File: src/rtl/dma_priority_controller.sv
// Four-channel DMA priority controller: arbitrates masked requests (fixed or
// rotating), runs the bus handshake and strobe sequence, and tracks terminal counts.
module dma_priority_controller #(
  parameter int unsigned NCH = 4
) (
  input  logic                     clk,
  input  logic                     reset,
  input  logic [NCH-1:0]           DREQ,
  input  logic [NCH-1:0]           mask,
  input  logic                     rotate,
  input  logic [NCH-1:0]           burst,
  input  logic [NCH-1:0]           dir,
  input  logic                     HLDA,
  input  logic                     tc_in,
  input  logic                     status_clr,
  output logic                     HRQ,
  output logic                     AEN,
  output logic [NCH-1:0]           DACK,
  output logic [$clog2(NCH)-1:0]   ch_select,
  output logic                     IOR,
  output logic                     IOW,
  output logic                     MEMR,
  output logic                     MEMW,
  output logic                     IOflag,
  output logic [NCH-1:0]           tc_status
);

  localparam int unsigned CW = $clog2(NCH);

  typedef enum logic [2:0] {IDLE, REQ, S1, S2, S3, S4} state_t;

  state_t          state;
  logic [CW-1:0]   ch;
  logic [CW-1:0]   ptr;
  logic            holdoff;
  logic            tc_seen;

  logic [NCH-1:0]  elig_c;
  logic [CW-1:0]   base_c;
  logic [CW-1:0]   idx_c;
  logic [CW-1:0]   win_c;
  logic [3:0]      strb_c;
  logic            cont_c;

  // Priority search from the current highest-priority channel; lowest offset wins.
  always_comb begin
    elig_c = DREQ & ~mask;
    base_c = rotate ? ptr : '0;
    idx_c  = '0;
    win_c  = '0;
    for (int i = NCH - 1; i >= 0; i--) begin
      idx_c = CW'(base_c + CW'(i));
      if (elig_c[idx_c]) win_c = idx_c;
    end
  end

  // Active strobe pattern as {IOR, IOW, MEMR, MEMW}.
  always_comb begin
    strb_c = dir[ch] ? 4'b0110 : 4'b1001;
    cont_c = burst[ch] && !tc_seen && DREQ[ch] && !mask[ch];
  end

  always_ff @(posedge clk) begin
    if (reset) begin
      state     <= IDLE;
      ch        <= '0;
      ptr       <= '0;
      holdoff   <= 1'b0;
      tc_seen   <= 1'b0;
      HRQ       <= 1'b0;
      AEN       <= 1'b0;
      DACK      <= '0;
      ch_select <= '0;
      {IOR, IOW, MEMR, MEMW} <= 4'b1111;
      IOflag    <= 1'b0;
      tc_status <= '0;
    end else begin
      IOflag <= 1'b0;
      // A terminal-count set later in this block overrides the clear for its bit.
      if (status_clr) tc_status <= '0;
      case (state)
        IDLE: begin
          if (holdoff) begin
            holdoff <= 1'b0;
          end else if (|elig_c) begin
            state <= REQ;
            HRQ   <= 1'b1;
            ch    <= win_c;
          end
        end
        REQ: begin
          if (HLDA) begin
            state     <= S1;
            AEN       <= 1'b1;
            DACK      <= NCH'(1) << ch;
            ch_select <= ch;
          end
        end
        S1, S2, S3, S4: begin
          if (!HLDA) begin
            state   <= IDLE;
            HRQ     <= 1'b0;
            AEN     <= 1'b0;
            DACK    <= '0;
            holdoff <= 1'b1;
            {IOR, IOW, MEMR, MEMW} <= 4'b1111;
          end else begin
            case (state)
              S1: begin
                state <= S2;
                {IOR, IOW, MEMR, MEMW} <= strb_c;
              end
              S2: begin
                state  <= S3;
                IOflag <= 1'b1;
              end
              S3: begin
                state   <= S4;
                tc_seen <= tc_in;
                {IOR, IOW, MEMR, MEMW} <= 4'b1111;
                if (tc_in) tc_status[ch] <= 1'b1;
              end
              default: begin
                ptr <= CW'(ch + CW'(1));
                if (cont_c) begin
                  state <= S2;
                  {IOR, IOW, MEMR, MEMW} <= strb_c;
                end else begin
                  state   <= IDLE;
                  HRQ     <= 1'b0;
                  AEN     <= 1'b0;
                  DACK    <= '0;
                  holdoff <= 1'b1;
                end
              end
            endcase
          end
        end
        default: state <= IDLE;
      endcase
    end
  end

endmodule

File: config.mk
export PLATFORM = sky130hd
export DESIGN_NAME = dma_priority_controller
export DESIGN_NICKNAME = d
export VERILOG_FILES = /design/src/rtl/dma_priority_controller.sv
export SDC_FILE = /design/constraint.sdc
export NUM_CORES = 1
export LEC_CHECK = 0
export CORE_MARGIN = 4
export CORE_UTILIZATION = 32
export CTS_BUF_LIST = sky130_fd_sc_hd__clkbuf_4
export CTS_CLUSTER_SIZE = 8
export DETAILED_ROUTE_END_ITERATION = 6
export GPL_ROUTABILITY_DRIVEN = 0
export GPL_TIMING_DRIVEN = 0
export PLACE_DENSITY = 0.64
export SLEW_MARGIN = 40
export SYNTH_ARGS = -nofsm -noshare
export SYNTH_HDL_FRONTEND = slang
export SYNTH_SLANG_ARGS = --single-unit
File: constraint.sdc
create_clock -name clk -period 2 [get_ports clk]
set_input_delay 0.4 -clock clk [delete_from_list [all_inputs] [get_ports clk]]
set_output_delay 0.4 -clock clk [all_outputs]
set_load 0.01 [all_outputs]
==> results.cfg <==
[floorplanning]
fp.dieArea_sq_um = 5400
core_area_sq_um = 4090
rows = 23
die_y_um = 73.5
io_pins = 39
initial_core_util_pct = 33.6
die_w_um = 73.5

[route]
viasPerCell = 4.89
first_pass_iters = 4
wl_per_cell_um = 12.5
ant_nets = 0
dr.first_iter.drc_count = 53
drt-total-wl_um = 3130
drc_errors = 0
vias = 1227

[hold_path]
hold_start = tc_seen
worstHoldEndpoint = tc_seen
hold_class = flop to flop
min_path_cells = 2

[flow_run]
cap_violations = 0

[logic_synthesis]
synthAdderAreaFrac_pct = 3.65
synth_cells = 159
netlist_top_cells_area = dfxtp_1 (35%), a21oi_1 (5.8%), nor2b_1 (5.0%), nor2_1 (4.9%), ha_1 (3.6%)
synthesis.area_sq_um = 1370
ys.warnings.count = 0
synthSimpleGateAreaFrac_pct = 26.0
synth_xor_area_share_pct = 0
synth.net_count = 185
synth_top_area_share_pct = 35.0
synth_largest_area_cell = dfxtp_1
synth_flop_cell = dfxtp_1
synth_top_family_by_area = simple AND/OR/NAND/NOR gates
synth_compound_gate_area_share_pct = 25.1
avgSynthCellArea_sq_um = 8.62
synth.area.mux_share_pct = 5.29
synth_cell_types = 49
yosysSeqAreaShare_pct = 35.0
ys_ff_latch = 24
yosysMostFrequentCell = dfxtp_1
yosys-top-cells-count = dfxtp_1 (24), nor2_1 (18), a21oi_1 (16), nor2b_1 (11)
async_flop_share_pct = 0
synth_edf_count = 0

[layout]
fill_cells = 419
area_delta_synth_final_pct = 36.6
layout-drive-gt1-share_pct = 11.4
diodes = 0
final_nets = 228
design_area_sq_um = 1870
final_core_util_pct = 45.8

[cts]
path_clk_slew_ns = 0.14
clockRootBuffer = clkbuf_4
tritoncts.num_buffers = 3
cts_buffer_depth = 2
cts_tree = built
clock_latency_ns = 0.31
post_cts_buffers = 0
cts_sinks = 24
ctsHoldBuffers = 0
cts_resized = 0
cts-htree-levels = 1

[worst_setup_path]
worst_ep_arrival_time_ns = 1.96
crit_family = compound AO/OA/AOI/OAI gates
crit_fanout = 7
slowest_stage = clkdlybuf4s50_1
r2r-start = ch[0]
path_buf_inv = 1
critPathKind = primary input to flop
crit_required_ns = 2.22
reg2reg_depth = 4
critPathCaptureType = flop
critPathMaxStageDelay_ns = 0.44
start_kind = primary input
reg2reg_to = IOW
r2r_setup_slack_ns = 0.42
path_cells = clkdlybuf4s50_1 -> nand2b_1 -> o32ai_2 -> o211ai_4 -> a21boi_1 -> a221oi_1

[placed_design]
placed_area_sq_um = 1810
place.detailed.hpwl_um = 2440
portBuffers = 38

[status]
run_status = finished, final reports clean

[sta]
period_needed_ns = 1.73
rsz0062_at_grt = no
worst_pin_slew_ns = 0.501
slew_headroom_pct = 66.3
fin_worst_skew_ns = 0.00451
period_share_pct = 86.6
whs_ns = 0.476
finalHoldViolCount = 0
drv_slew = 0
setup_violations = 0
fmax_mhz = 577

[power_and_ir_drop]
total_power_mw = 1.15
vdd_ir_drop_max_mv = 0.279
p_leak_nw = 0.679
p_per_area_nw_per_um2 = 615

[global_routing]
antenna_found_initial = 0
grt_max_degree = 15
grt_pass1_vias = 1097
grt_overflow = 0
grt_pass1_wl_um = 4950
track_usage_pct = 11.5
-- stage by stage --
stage               TNS (ns)  cells  setup WS (ns)
floorplan                  0    159          0.553
global placement      -0.614    247        -0.0874
detailed placement    -0.524    247        -0.0777
CTS                        0    251          0.249
global route               0    251          0.180
finish                     0    251          0.268
-- cell families (layout without fill, tap and decap cells) --
logic type / count (synthesis) / after routing
mux: 6 / 6
simple gates: 66 / 66
buf+inv: 15 / 57
fa+ha+maj: 4 / 4
compound gates: 44 / 44
flops: 24 / 24
-- state kept, by name, summed over array words and instances, names as in the netlist --
name / cells
holdoff: 1
AEN: 1
ch: 2
ptr: 2
ch_select: 2
IOflag: 1
IOR: 1
IOW: 1
HRQ: 1
tc_status: 4
state: 3
DACK: 4
tc_seen: 1
-- routing by layer --
| layer | vias to the layer above | wire, um | GRT usage, % |
|---|---|---|---|
| li1 | 646 | - | - |
| met1 | 544 | 1560 | 15.9 |
| met2 | 35 | 1310 | 17.8 |
| met3 | 2 | 240 | 2.74 |
| met4 | 0 | 21 | 3.42 |
| met5 | - | 0 | 0 |
-- worst min-delay path, stage by stage, from the launching register on --
cell and delay (ns):
dfxtp_1 0.33, nand2_1 0.05, a21oi_1 0.06
-- cell usage in the layout (no fill, tap or decap), types with 2 or more instances in the layout --
cell	count
dfxtp_1	24
nand2_1	7
a22o_1	4
buf_4	2
buf_2	2
inv_1	6
nor3_1	6
nand2b_1	7
clkdlybuf4s50_1	38
ha_1	4
clkbuf_4	3
nor2_1	18
mux2i_1	5
a41oi_1	2
o21a_1	2
nand3_1	4
a21oi_1	16
nor2b_1	11
clkbuf_1	3
o21ai_0	5
-- worst max path at each step --
stage               cells past startpoint    start      end  slack (ns)
floorplan                               5  mask[2]  DACK[0]        0.55
global placement                        6  mask[2]      HRQ       -0.09
detailed placement                      6  mask[2]  DACK[0]       -0.08
CTS                                     2      IOW     MEMR        0.25
global route                            6  mask[2]  holdoff        0.18
finish                                  6  mask[2]  holdoff        0.27
-- where the power goes --
part	internal, mW	switching, mW
clock	0.202	0.149
sequential	0.499	0.0199
combinational	0.144	0.137
-- layout make-up --
type                       count  area, sq um  area share, %
clock inverter                 1         30.0           1.60
tap                           50         62.6           3.34
clock buffer                   3         22.5           1.20
sequential                    24          480           25.7
buffer                         9         45.0           2.40
inverter                       6         22.5           1.20
multi-input combinational    120          830           44.3
timing repair buffer          38          380           20.3
Note: power is estimated with default switching activity, not from simulation.
